===== src/rtl/product_bcd_display_pkg.sv =====
// Shared types and constants for the product BCD display stage:
// FSM states, active-low seven-segment codes and the double-dabble nibble adjust.
package product_bcd_display_pkg;

  localparam int unsigned BcdDigits   = 3;
  localparam int unsigned NibbleWidth = 4;
  localparam int unsigned BcdWidth    = BcdDigits * NibbleWidth;

  typedef enum logic [1:0] {
    StIdle,
    StShift,
    StDone
  } state_e;

  // Active-low segments ordered {g,f,e,d,c,b,a}.
  localparam logic [6:0] SEG_0     = 7'h40;
  localparam logic [6:0] SEG_1     = 7'h79;
  localparam logic [6:0] SEG_2     = 7'h24;
  localparam logic [6:0] SEG_3     = 7'h30;
  localparam logic [6:0] SEG_4     = 7'h19;
  localparam logic [6:0] SEG_5     = 7'h12;
  localparam logic [6:0] SEG_6     = 7'h02;
  localparam logic [6:0] SEG_7     = 7'h78;
  localparam logic [6:0] SEG_8     = 7'h00;
  localparam logic [6:0] SEG_9     = 7'h10;
  localparam logic [6:0] SEG_BLANK = 7'h7F;

  // Pre-shift correction; nibbles never exceed 9, so +3 cannot carry out.
  function automatic logic [NibbleWidth-1:0] dd_adjust(input logic [NibbleWidth-1:0] nib);
    return (nib >= 4'd5) ? nib + 4'd3 : nib;
  endfunction

endpackage


===== src/rtl/product_bcd_display_if.sv =====
// Product-in / BCD-and-segments-out bundle for product_bcd_display.
// master drives PRODUCT/IN_VALID; slave is the display stage.
interface product_bcd_display_if
  import product_bcd_display_pkg::*;
#(
  parameter int unsigned WIDTH = 8
);

  logic [WIDTH-1:0]    PRODUCT;
  logic                IN_VALID;
  logic                IN_READY;
  logic [BcdWidth-1:0] BCD;
  logic                DONE;
  logic                BUSY;
  logic [6:0]          HEX0;
  logic [6:0]          HEX1;
  logic [6:0]          HEX2;

  modport master (
    output PRODUCT, IN_VALID,
    input  IN_READY, BCD, DONE, BUSY, HEX0, HEX1, HEX2
  );

  modport slave (
    input  PRODUCT, IN_VALID,
    output IN_READY, BCD, DONE, BUSY, HEX0, HEX1, HEX2
  );

endinterface


===== src/rtl/product_bcd_display_hex_to_seven_seg.sv =====
// Combinational 4-bit digit to active-low seven-segment decoder.
// Codes above 9 cannot occur in BCD and decode to blank.
module hex_to_seven_seg
  import product_bcd_display_pkg::*;
(
  input  logic [3:0] digit_i,
  output logic [6:0] seg_o
);

  always_comb begin
    seg_o = SEG_BLANK;
    case (digit_i)
      4'd0:    seg_o = SEG_0;
      4'd1:    seg_o = SEG_1;
      4'd2:    seg_o = SEG_2;
      4'd3:    seg_o = SEG_3;
      4'd4:    seg_o = SEG_4;
      4'd5:    seg_o = SEG_5;
      4'd6:    seg_o = SEG_6;
      4'd7:    seg_o = SEG_7;
      4'd8:    seg_o = SEG_8;
      4'd9:    seg_o = SEG_9;
      default: seg_o = SEG_BLANK;
    endcase
  end

endmodule


===== src/rtl/product_bcd_display.sv =====
// Sequential double-dabble binary-to-BCD converter driving three seven-segment digits.
// Optional leading-zero blanking on HEX1/HEX2: PRODUCT_BCD_LEADING_ZERO_BLANK_EN.
module product_bcd_display
  import product_bcd_display_pkg::*;
#(
  parameter int unsigned WIDTH = 8
) (
  input logic                  CLOCK_50,
  input logic                  RESET,
  product_bcd_display_if.slave bus_io
);

  localparam int unsigned        CntWidth   = $clog2(WIDTH);
  localparam int unsigned        ShiftWidth = BcdWidth + WIDTH;
  localparam logic [CntWidth-1:0] LastCnt   = CntWidth'(WIDTH - 1);

`ifdef PRODUCT_BCD_LEADING_ZERO_BLANK_EN
  localparam logic [6:0] LeadRst = SEG_BLANK;
`else
  localparam logic [6:0] LeadRst = SEG_0;
`endif

  state_e                state_q, state_d;
  logic [ShiftWidth-1:0] shift_q, shift_d, shift_shl;
  logic [CntWidth-1:0]   cnt_q, cnt_d;
  logic [BcdWidth-1:0]   bcd_q, bcd_d, bcd_adj, bcd_next;
  logic [6:0]            hex0_q, hex0_d, hex1_q, hex1_d, hex2_q, hex2_d;
  logic [6:0]            seg0, seg1, seg2;
  logic                  in_ready, busy, done;
  logic                  accept;

  assign accept = in_ready && bus_io.IN_VALID;

  // State register
  always_ff @(posedge CLOCK_50) begin
    if (RESET) begin
      state_q <= StIdle;
    end else begin
      state_q <= state_d;
    end
  end

  // Next-state logic
  always_comb begin
    state_d = state_q;
    unique case (state_q)
      StIdle:  if (accept) state_d = StShift;
      StShift: if (cnt_q == LastCnt) state_d = StDone;
      StDone:  state_d = StIdle;
      default: state_d = StIdle;
    endcase
  end

  // Moore outputs; RESET forces IN_READY low so a same-cycle IN_VALID is dropped
  always_comb begin
    in_ready = 1'b0;
    busy     = 1'b0;
    done     = 1'b0;
    unique case (state_q)
      StIdle:  in_ready = !RESET;
      StShift: busy     = 1'b1;
      StDone:  done     = 1'b1;
      default: ;
    endcase
  end

  // One double-dabble iteration: correct every nibble, then shift the whole register
  always_comb begin
    for (int unsigned i = 0; i < BcdDigits; i++) begin
      bcd_adj[i*NibbleWidth +: NibbleWidth] =
          dd_adjust(shift_q[WIDTH + i*NibbleWidth +: NibbleWidth]);
    end
  end

  assign shift_shl = {bcd_adj, shift_q[WIDTH-1:0]} << 1;
  assign bcd_next  = shift_shl[ShiftWidth-1 -: BcdWidth];

  hex_to_seven_seg u_dec0 (
    .digit_i (bcd_next[3:0]),
    .seg_o   (seg0)
  );

  hex_to_seven_seg u_dec1 (
    .digit_i (bcd_next[7:4]),
    .seg_o   (seg1)
  );

  hex_to_seven_seg u_dec2 (
    .digit_i (bcd_next[11:8]),
    .seg_o   (seg2)
  );

  always_comb begin
    shift_d = shift_q;
    cnt_d   = cnt_q;
    bcd_d   = bcd_q;
    hex0_d  = hex0_q;
    hex1_d  = hex1_q;
    hex2_d  = hex2_q;
    unique case (state_q)
      StIdle: begin
        if (accept) begin
          shift_d = ShiftWidth'(bus_io.PRODUCT);
          cnt_d   = '0;
        end
      end
      StShift: begin
        shift_d = shift_shl;
        cnt_d   = cnt_q + 1'b1;
        if (cnt_q == LastCnt) begin
          bcd_d  = bcd_next;
          hex0_d = seg0;
`ifdef PRODUCT_BCD_LEADING_ZERO_BLANK_EN
          hex1_d = (bcd_next[11:4] == 8'h00) ? SEG_BLANK : seg1;
          hex2_d = (bcd_next[11:8] == 4'h0)  ? SEG_BLANK : seg2;
`else
          hex1_d = seg1;
          hex2_d = seg2;
`endif
        end
      end
      default: ;
    endcase
  end

  always_ff @(posedge CLOCK_50) begin
    if (RESET) begin
      shift_q <= '0;
      cnt_q   <= '0;
      bcd_q   <= '0;
      hex0_q  <= SEG_0;
      hex1_q  <= LeadRst;
      hex2_q  <= LeadRst;
    end else begin
      shift_q <= shift_d;
      cnt_q   <= cnt_d;
      bcd_q   <= bcd_d;
      hex0_q  <= hex0_d;
      hex1_q  <= hex1_d;
      hex2_q  <= hex2_d;
    end
  end

  assign bus_io.IN_READY = in_ready;
  assign bus_io.BUSY     = busy;
  assign bus_io.DONE     = done;
  assign bus_io.BCD      = bcd_q;
  assign bus_io.HEX0     = hex0_q;
  assign bus_io.HEX1     = hex1_q;
  assign bus_io.HEX2     = hex2_q;

endmodule


===== src/flat_wrapper.sv =====
// flat-port wrapper written by rule: the top's interface ports become plain ports
module product_bcd_display_flat import product_bcd_display_pkg::*;
#(
  parameter int unsigned WIDTH = 8
)
  (CLOCK_50, RESET, bus_io_PRODUCT, bus_io_IN_VALID, bus_io_IN_READY, bus_io_BCD, bus_io_DONE, bus_io_BUSY, bus_io_HEX0, bus_io_HEX1, bus_io_HEX2);
  product_bcd_display_if #(.WIDTH(WIDTH)) bus_io_i ();
  input logic CLOCK_50;
  input logic RESET;
  input wire logic [$bits(bus_io_i.PRODUCT)-1:0] bus_io_PRODUCT;
  input wire logic [$bits(bus_io_i.IN_VALID)-1:0] bus_io_IN_VALID;
  output wire logic [$bits(bus_io_i.IN_READY)-1:0] bus_io_IN_READY;
  output wire logic [$bits(bus_io_i.BCD)-1:0] bus_io_BCD;
  output wire logic [$bits(bus_io_i.DONE)-1:0] bus_io_DONE;
  output wire logic [$bits(bus_io_i.BUSY)-1:0] bus_io_BUSY;
  output wire logic [$bits(bus_io_i.HEX0)-1:0] bus_io_HEX0;
  output wire logic [$bits(bus_io_i.HEX1)-1:0] bus_io_HEX1;
  output wire logic [$bits(bus_io_i.HEX2)-1:0] bus_io_HEX2;
  assign bus_io_i.PRODUCT = bus_io_PRODUCT;
  assign bus_io_i.IN_VALID = bus_io_IN_VALID;
  assign bus_io_IN_READY = bus_io_i.IN_READY;
  assign bus_io_BCD = bus_io_i.BCD;
  assign bus_io_DONE = bus_io_i.DONE;
  assign bus_io_BUSY = bus_io_i.BUSY;
  assign bus_io_HEX0 = bus_io_i.HEX0;
  assign bus_io_HEX1 = bus_io_i.HEX1;
  assign bus_io_HEX2 = bus_io_i.HEX2;
  product_bcd_display #(.WIDTH(WIDTH)) u_core (.CLOCK_50(CLOCK_50), .RESET(RESET), .bus_io(bus_io_i));
endmodule

===== config.mk =====
export PLATFORM = sky130hd
export DESIGN_NAME = product_bcd_display_flat
export DESIGN_NICKNAME = d
export VERILOG_FILES = /design/src/rtl/product_bcd_display_pkg.sv /design/src/rtl/product_bcd_display_if.sv /design/src/rtl/product_bcd_display_hex_to_seven_seg.sv /design/src/rtl/product_bcd_display.sv /design/src/flat_wrapper.sv
export SDC_FILE = /design/constraint.sdc
export NUM_CORES = 1
export LEC_CHECK = 0
export CAP_MARGIN = 10
export CORE_MARGIN = 5
export CORE_UTILIZATION = 40
export CTS_BUF_LIST = sky130_fd_sc_hd__clkbuf_2
export CTS_CLUSTER_DIAMETER = 80
export CTS_CLUSTER_SIZE = 20
export DETAILED_ROUTE_END_ITERATION = 6
export DONT_BUFFER_PORTS = 1
export PLACE_DENSITY = 0.54
export SYNTH_ARGS = -nofsm -noshare
export SYNTH_HDL_FRONTEND = slang
export SYNTH_SLANG_ARGS = --single-unit
export TNS_END_PERCENT = 10

===== constraint.sdc =====
create_clock -name CLOCK_50 -period 3.2 [get_ports CLOCK_50]
set_input_delay 0.48 -clock CLOCK_50 [delete_from_list [all_inputs] [get_ports CLOCK_50]]
set_output_delay 0.48 -clock CLOCK_50 [all_outputs]
set_load 0.1 [all_outputs]

**Word-level counts from Yosys, hierarchy flattened**

Memory sizes are Yosys's and may differ from the RTL's. A register that Yosys moved wholly into a read port is not among the register bits.
Cells that the tools add are included.

- Reduce and logical (&&, ||, !) cells: 7
- Multipliers: 0
- Magnitude comparators: 3
- Divide/modulo/power cells: 0
- Shifts and indexed selects: 0
- Multiplexer cells: 13
- Bitwise gates (word level): 0
- Equality and inequality tests: 5
- Add/sub/neg operators: 4

Operators with widths:

| operator | number |
|---|---|
| $pmux 20 s2 | 1 |
| $mux 20 | 1 |
| $ge 4x3->1 const B | 3 |
| $add 4x2->4 const B | 2 |
| $mux 4 | 2 |
| $mux 3 | 2 |
| $pmux 3 s2 | 1 |
| $reduce_and 2->1 | 3 |
| $mux 2 | 2 |
| $ne 2x1->1 const B | 2 |
| $pmux 2 s2 | 1 |
| $add 3x1->3 const B | 1 |
| $add 3x2->3 const B | 1 |
| $eq 3x3->1 const B | 1 |
| $mux 1 | 3 |
| $eq 2x1->1 const B | 1 |
| $eq 2x2->1 const B | 1 |
| $logic_not 2->1 | 1 |
| $reduce_bool 2->1 | 1 |
| $logic_and 1x1->1 | 1 |
| $logic_not 1->1 | 1 |

- Output and inout port bits: 36
- Bits of input ports: 11
- Word-level logic and storage cells: 39
- Bits in latches: 0
- Memories kept: 3
- ROM bits: 336
- Bits in writable memories: 0
- Register bits: 37

Memory list:

| memory | depth | width | rd ports | clocked after Yosys merged registers in | write ports | line | RTL |
|---|---|---|---|---|---|---|---|
| (name not given) | 16 | 7 | 1 | 1 | 0 | product_bcd_display_hex_to_seven_seg.sv:12 | `case (digit_i)` |
| (name not given) | 16 | 7 | 1 | 1 | 0 | product_bcd_display_hex_to_seven_seg.sv:12 |  |
| (name not given) | 16 | 7 | 1 | 1 | 0 | product_bcd_display_hex_to_seven_seg.sv:12 |  |

**Depth between registers and ports, before layout**

Gate-level depths: netlist of the first run.

- Depth in word-level cells: 5
- Gate-level depth with buffers: 11
- Gate-level depth less buffers: 11

**Modules after synthesis**

A second synthesis of the first run with hierarchy kept.

- Cells, all modules: 377
- Area, all modules: 3071.7 um2

By module, submodules not included:

| module | cells each | area each (um2) | times used | seq. area each (um2) |
|---|---|---|---|---|
| product_bcd_display | 282 | 2461.1 | 1 | 1161.1 |
| hex_to_seven_seg (u_core.u_dec1 ...) | 31 | 200.2 | 2 | 0.0 |
| hex_to_seven_seg (u_core.u_dec0) | 33 | 210.2 | 1 | 0.0 |

**Worst setup path before layout of the first run**

Ideal clock, no wire load.

- Path type: input -> output
- Start point: in RESET
- End point: out bus_io_IN_READY
- Arrival time: 2907 ps
- Cell stages on the path: 3
- Buffers on the path: 2
- Slack: -187 ps
- Data required time: 2720 ps
- Cells stage by stage: clkbuf_1 buf_1 nor3_1

- Word-level cells in the longest chain between the ends: 2

RTL lines:

| element | line | RTL |
|---|---|---|
| start, declared | flat_wrapper.sv:9 | `input logic RESET;` |
| $logic_not 1->1 | product_bcd_display.sv:60 | `StIdle: in_ready = !RESET;` |
| $mux 1 | product_bcd_display.sv:59 | `unique case (state_q)` |
| end, declared | flat_wrapper.sv:12 | `output wire logic [$bits(bus_io_i.IN_READY)-1:0] bus_io_IN_READY;` |

No other way between the ends.

**Worst setup path in the final report of the first run**

- Start point: reg u_core.shift_q[16]
- End point: reg u_core.hex2_q[3] (netlist: u_core.bus_io.HEX2[3])

- Word-level cells in the longest chain between the ends: 2
- Elaborated cells on any way between the ends: 3
- Classes of those cells: add/sub (1); order compare (1); mux (1)

RTL lines:

| element | line | RTL |
|---|---|---|
| start, declared | product_bcd_display.sv:24 | `logic [ShiftWidth-1:0] shift_q, shift_d, shift_shl;` |
| start signal, assigned | product_bcd_display.sv:135 | `shift_q <= shift_d;` |
| $ge 4x3->1 / $add 3x2->3 (equally long branches) | product_bcd_display_pkg.sv:30 | `return (nib >= 4'd5) ? nib + 4'd3 : nib;` |
| $mux 3 (*) | product_bcd_display_pkg.sv:30 |  |
| net u_core.bcd_adj[8] | product_bcd_display.sv:26 | `logic [BcdWidth-1:0] bcd_q, bcd_d, bcd_adj, bcd_next;` |
| end, declared | product_bcd_display.sv:27 | `logic [6:0] hex0_q, hex0_d, hex1_q, hex1_d, hex2_q, hex2_d;` |

The timed path passes the listed nets; every way through them passes the cells marked *.
A chain may end at the register's enable or synchronous reset.

==> metrics.md, run 1 <==
| Metric | Value |
|---|---|
| Cts repair resizes | 0 |
| Least-Margin Pin Slew | between 1 and 1.5 ns |
| Post-synth top flop | dfxtp_1 |
| Setup TNS | 0 ns |
| Int Pwr | 0.000861 W |
| Total Wirelength | about 7100 um |
| Residual DRC | 0 |
| Power density cells | just under 400 nW/um^2 |
| Hold Crit Class | input port to flop |
| XOR/XNOR Fraction of Synth Area | 0.0149 |
| Core footprint | about 7200 sq um |
| Max Buffers Root-to-Sink | 2 |
| Initial core utilization | 0.408 |
| Routed WL per cell | approximately 16 um |
| Warnings, synthesis | 0 |
| Final Cycle Share | 0.813 |
| Share of flip-flops with an asynchronous set or reset | 0 |
| Req. time, crit path | approximately 3.5 ns |
| Routed Antenna Nets | 0 |
| TritonRoute pass-1 iters | 4 |
| Std-Cell Rows | 31 |
| CP arrival | 2.94 ns |
| GRT Util Overall | 0.165 |
| Register area | approximately 1200 sq um |
| Fillers | between 700 and 800 |
| Slew margin rel. | 0.323 |
| Delay-heaviest family, CP | compound AO/OA/AOI/OAI gates |
| Clock Power Share | 0.304 |
| Buffers & Inverters on Critical Path | 1 |
| CTS buffer count | 9 |
| I/O Buffers | 0 |
| Slowest CP cell | dfxtp_1 |
| Post-Synth Simple-Gate Area | 0.181 |
| Starting DRT DRC Count | 89 |
| Pleak | ~1.2 nW |
| Fin Clk Skew | 0.0266 ns |
| TritonCTS Sinks | 58 |
| HP Start | RESET |
| Critical path class | flop to flop |
| Sw frac | 0.277 |
| Worst-path clk slew | around 0.16 ns |
| Flops & latches, synth | 58 |
| Sw Pwr | around 0.00033 W |
| Seq pwr share | 0.626 |
| CP Capture Type | flop |
| I/O Pins | between 40 and 50 |
| Setup WS post-layout | ~0.6 ns |
| Synth Area in Adders | 0.0683 |
| Slowest stage delay, CP | 0.60 ns |
| Cell area after synthesis | approximately 3000 sq um |
| CP startpoint | u_core.shift_q[16] |
| Initial antenna violation count | 0 |
| Routed via count | around 2,500 |
| Post-synthesis instance total | 355 |
| Worst skew pair latency | 0.46 ns |
| N_diodes | 0 |
| Max Freq | between 300 and 400 MHz |
| Die width | approximately 96 um |
| DIE AREA | between 9000 and 10,000 sq um |
| Die height | between 90 and 100 um |
| Final Hold Viols | 0 |
| Library cells used by synthesis | 46 |
| R2r startpoint | u_core.shift_q[16] |
| Placer Congestion | approximately 0.84 |
| First-pass GRT wire length | between 10,000 and 15,000 um |
| Comb power frac | 0.070 |
| VDD IR max | about 0.00018 V |
| Area grow syn2layout | 5.55% |
| Critical path launch point type | flop |
| Number of global-route vias before repair | 2,367 |
| Max-Cap Viols | 0 |
| CP max FO | 12 |
| Root buffer cell | clkbuf_2 |
| Layout cell share with drive strength beyond 1 | 0.0924 |
| Vias per cell | 5.43 |
| Post-synthesis compound-gate area fraction | 0.233 |
| Post-synthesis net count | 382 |
| Main combinational cell family by area after synthesis | compound AO/OA/AOI/OAI gates |
| CTS tree | built |
| Post-synthesis mux area share | 0.0525 |
| Max-slew violations | 0 |
| Status | completed |
| Fin nets | 379 |
| Sequential area share after synthesis | 0.396 |
| RSZ-0062 raised after global routing | no |
| Avg Inst Size Synth | around 8.3 sq um |
| Pin count of the biggest net entering global routing | 49 |
| HPWL after DPL | 4740 um |
| Critical Path, Cell by Cell | inv_1 -> ha_1 -> nand2b_1 -> a21oi_1 -> xnor2_1 -> ha_1 -> nor3_1 -> a31o_2 -> a211oi_1 -> a21oi_1 |
| Gr ovfl total | 0 |
| Final min period | roughly 2.6 ns |
| Hold_buf cts | 0 |
| Number of synthesized flops with an enable pin | 0 |
| Multi-input gate area | between 1500 and 2000 sq um |
| Final Setup Violations | 0 |
| Place WS | a little under 0.7 ns |
| H-tree depth | 3 |
| Buffer count from post-CTS setup fixing | 0 |
cell type report:
cell class,instances,area share
clock inverters,5,0.00688
inverters,16,0.0194
clock buffers,11,0.0178
repair buffers,6,0.0146
flip-flops and latches,58,0.375
well taps,99,0.0400
multi-input cells,261,0.526
logic make-up after synthesis:
logic type               Yosys count
buffers and inverters             36
multiplexers                      15
AO/OA/AOI/OAI                    105
AND/OR/NAND/NOR                  120
XOR/XNOR                           5
adder cells (fa/ha/maj)           16
flip-flops                        58
per-layer routing:
layer / vias to the layer above / global-route usage / wire length [um]
met2: 59 / 0.237 / 3050
met3: 4 / 0.0497 / 602
met1: 1158 / 0.231 / 3370
met5: - / 0 / 0
met4: 0 / 0.0640 / 55
li1: 1257 / - / -
cells in the final DEF, fill, tap and decap left out, types with 2 or more instances in the layout:
master and instances:
mux2i_1 12, nor2_1 47, buf_4 6, clkinv_2 2
dfxtp_1 58, nand2_1 35, o21a_1 2, inv_1 14
mux2_2 3, a211oi_1 15, o211ai_1 3, clkbuf_2 11
o31ai_1 2, ha_1 16, nand4_1 3, inv_2 2
nor3b_1 3, nand2b_1 7, o21ai_1 2, a21oi_1 29
a21oi_2 2, or2_2 2, nor3_1 9, clkinv_1 3
nand3b_1 2, xnor2_1 5, a22oi_1 14, a32o_1 2
nand3_1 6, o21ai_0 21
cell usage after synthesis (all sizes together) (3+ instances only):
| cell type | n | area, sq um |
|---|---|---|
| a211oi | 15 | 113 |
| a21oi | 31 | 163 |
| a22oi | 14 | 105 |
| buf | 12 | 68.8 |
| clkbuf | 8 | 30.0 |
| dfxtp | 58 | 1160 |
| ha | 16 | 200 |
| inv | 16 | 60.1 |
| mux2 | 3 | 33.8 |
| mux2i | 12 | 120 |
| nand2 | 35 | 131 |
| nand2b | 7 | 43.8 |
| nand3 | 6 | 30.0 |
| nand4 | 3 | 18.8 |
| nor2 | 48 | 180 |
| nor3 | 10 | 50.1 |
| nor3b | 3 | 22.5 |
| o211ai | 3 | 22.5 |
| o21ai | 23 | 115 |
| xnor2 | 5 | 43.8 |
power by group through the flow:
stage | Clock (W) | Combinational, W | Sequential [W]
final | 0.000362 | 0.0000832 | 0.000746
after global routing | 0.000412 | 0.0000932 | 0.000748
after CTS | 0.000372 | 0.0000833 | 0.000746
after detailed placement | 0 | 0.0000825 | 0.000761
after global placement | 0 | 0.0000826 | 0.000761
after floorplan | 0 | 0.0000764 | 0.000758
flip-flops by register name (all words and copies together) (netlist names):
| name | flops |
|---|---|
| u_core.cnt_q | 3 |
| u_core.bus_io.HEX0 | 7 |
| u_core.bus_io.HEX2 | 7 |
| u_core.shift_q | 20 |
| u_core.bus_io.HEX1 | 7 |
| u_core.bus_io.BCD | 12 |
| u_core.state_q | 2 |
through the flow:
step | std cells | util | area, sq um | hold WS (ns) | total power (W)
after detailed placement | 440 | 0.420 | 3020 | 0.464 | 0.000844
after global routing | 456 | 0.431 | 3090 | 0.0264 | 0.00125
after CTS | 456 | 0.431 | 3090 | 0.0400 | 0.00120
final | 456 | 0.431 | 3090 | 0.0745 | 0.00119
after floorplan | 355 | - | 2940 | 0.444 | 0.000835
after global placement | 440 | 0.420 | 3020 | 0.458 | 0.000843
final timing paths:
kind	to	slack, ns	depth (start not counted)
setup / recovery	u_core.bus_io.HEX2[3]	0.60	10
hold / removal	u_core.shift_q[14]	0.07	1
setup reg to reg	u_core.bus_io.HEX2[3]	0.60	10
hold reg to reg	u_core.cnt_q[0]	0.48	1
Note: power is estimated with default switching activity, not from simulation.
==> inputs of run 2 (changes only) <==
Clock period 3.2 ns to 2.63 ns, I/O delays scaled along.
==> run 2 against run 1 <==
  * Combinational power grew 42%
  * Via count grew 3.8%
  * Register-to-register slack lost 0.38 ns
  * Sequential cell count is the same
  * Fmax grew 8.1%
  * Highest routed layer unchanged
==> metrics.md, run 2 (synthesis gave the netlist of run 1 again) <==
| Metric | Value |
|---|---|
| Status | completed |
| Slew margin rel. | 0.338 (+0.0158) |
| Final Cycle Share | 0.916 (+0.102) |
| Fin Clk Skew | 0.0220 ns (-0.00463 ns) |
| CP arrival | 2.80 ns (-0.14 ns) |
| Buffer count from post-CTS setup fixing | 0 (unchanged) |
| Critical path class | flop to flop |
| Fin nets | 397 (+4.7%) |
| Fillers | 722 (-4.2%) |
| Area post-placement | 3140 sq um (+4.2%) |
| I/O Buffers | 0 (unchanged) |
| Max Freq | 415 MHz (+8.1%) |
| RSZ-0062 raised after global routing | no |
| TritonRoute pass-1 iters | 4 (unchanged) |
| Die height | 95.6 um (unchanged) |
| Initial core utilization | 0.408 (unchanged) |
| Fin area | 3270 sq um (+5.7%) |
| Setup TNS | 0 ns (unchanged) |
| Core footprint | 7180 sq um (unchanged) |
| Worst-path clk slew | 0.18 ns (+0.02 ns) |
| Pleak | 1.35 nW (+8.4%) |
| Max-slew violations | 0 (unchanged) |
| Comb power frac | 0.075 (+0.005) |
| Layout cell share with drive strength beyond 1 | 0.139 (+0.0462) |
| CP max FO | 6 (-6) |
| CP startpoint | u_core.shift_q[16] |
| Max-Cap Viols | 0 (unchanged) |
| Least-Margin Pin Slew | 0.991 ns (-0.0236 ns) |
| N_diodes | 0 (unchanged) |
| GRT Util Overall | 0.173 (+0.00764) |
| Vias per cell | 5.42 (-0.19%) |
| Final Hold Viols | 0 (unchanged) |
| Largest reg by FF count | u_core.shift_q |
| Number of global-route vias before repair | 2,471 (+4.4%) |
| Root buffer cell | clkbuf_2 |
| Total Wirelength | 7370 um (+4.2%) |
| Largest register FFs | 20 (unchanged) |
| Final Setup Violations | 0 (unchanged) |
| Gr ovfl total | 0 (unchanged) |
| Setup WS post-layout | 0.222 ns (-0.375 ns) |
| Std-Cell Rows | 31 (unchanged) |
| Sw Pwr | 0.000427 W (+29%) |
| Final min period | 2.41 ns (-0.195 ns) |
| Die width | 95.6 um (unchanged) |
| TritonCTS Sinks | 58 (unchanged) |
| Commonest non-fill, non-tap cell in the layout | dfxtp_1 |
| Place WS | 0.278 ns (-0.410 ns) |
| CTS buffer count | 9 (unchanged) |
| Most frequent cells in the layout | dfxtp_1 (58), nor2_1 (47), nand2_1 (35) |
| Initial antenna violation count | 0 (unchanged) |
| Routed via count | 2,571 (+3.8%) |
| Placer Congestion | 0.855 (+2.0%) |
| Int Pwr | 0.00114 W (+33%) |
| Req. time, crit path | 3.02 ns (-0.52 ns) |
| Seq pwr share | 0.578 (-0.048) |
| Sw frac | 0.272 (-0.00528) |
| CP Capture Type | flop |
| Routed Antenna Nets | 0 (unchanged) |
| Starting DRT DRC Count | 94 (+5.6%) |
| Worst skew pair latency | 0.48 ns (+0.02 ns) |
| Cts repair resizes | 0 (unchanged) |
| Residual DRC | 0 (unchanged) |
| HPWL after DPL | 5030 um (+6.1%) |
| R2r startpoint | u_core.shift_q[16] |
| VDD IR max | 0.000205 V (+15%) |
| Hold Crit Class | input port to flop |
| I/O Pins | 47 (unchanged) |
| CTS tree | built |
| Power density cells | 480 nW/um^2 (+25%) |
| Area grow syn2layout | 11.6% |
| First-pass GRT wire length | 12,200 um (+3.1%) |
| DIE AREA | 9140 sq um (unchanged) |
| Routed WL per cell | 15.6 um (+0.21%) |
| HP Start | bus_io_PRODUCT[0] |
| Clock Power Share | 0.346 (+0.042) |
| Max Buffers Root-to-Sink | 2 (unchanged) |
| H-tree depth | 3 (unchanged) |
| Pin count of the biggest net entering global routing | 42 (-14%) |
| Critical path launch point type | flop |
-- run 2: timing repair --
item	CTS	global route
endpoints found under the setup margin	0	0
endpoints found under the hold margin	41	0
hold buffers	1	0
-- run 2: critical path, cell delays in order (launching register included) --
cell and delay (ns):
dfxtp_1 0.47, inv_1 0.09, ha_1 0.27, nand2b_1 0.15, a21oi_1 0.11, xnor2_1 0.39
ha_1 0.23, nor3_1 0.06, a31o_2 0.22, a211oi_1 0.23, a21oi_1 0.10
-- run 2: layout make-up --
class / count / area, sq um / area share
Multi-Input combinational cell: 261 / 1630 / 0.498
Sequential cell: 58 / 1160 / 0.355
Timing Repair Buffer: 24 / 193 / 0.0589
Tap cell: 99 / 124 / 0.0379
Clock inverter: 7 / 60.1 / 0.0184
Inverter: 16 / 60.1 / 0.0184
Clock buffer: 9 / 45.0 / 0.0138
-- run 2: power groups by stage --
stage / combinational (W) / clock (W) / sequential [W]
after CTS: 0.000120 / 0.000569 / 0.000908
after detailed placement: 0.000105 / 0 / 0.000926
final: 0.000118 / 0.000544 / 0.000908
after floorplan: 0.0000929 / 0 / 0.000923
after global placement: 0.000105 / 0 / 0.000926
after global routing: 0.000130 / 0.000615 / 0.000911
-- run 2: stage by stage --
stage / utilization / instances / power, W / hold WS (ns)
detailed placement: 0.438 / 457 / 0.00103 / 0.461
floorplan: - / 355 / 0.00102 / 0.444
global route: 0.456 / 474 / 0.00166 / 0.00649
finish: 0.456 / 474 / 0.00157 / 0.0578
global placement: 0.438 / 457 / 0.00103 / 0.457
CTS: 0.456 / 474 / 0.00160 / 0.00179
-- run 2: final timing paths --
path	cells after the start	endpoint	slack [ns]
max reg2reg	10	u_core.bus_io.HEX2[3]	0.22
min	2	u_core.shift_q[0]	0.06
max	10	u_core.bus_io.HEX2[3]	0.22
min reg2reg	1	u_core.cnt_q[0]	0.49
-- run 2: layer usage --
metal	wire (um)	GRT usage
met1	3470	0.223
met2	3360	0.263
met3	465	0.0521
met4	80	0.0818
met5	0	0
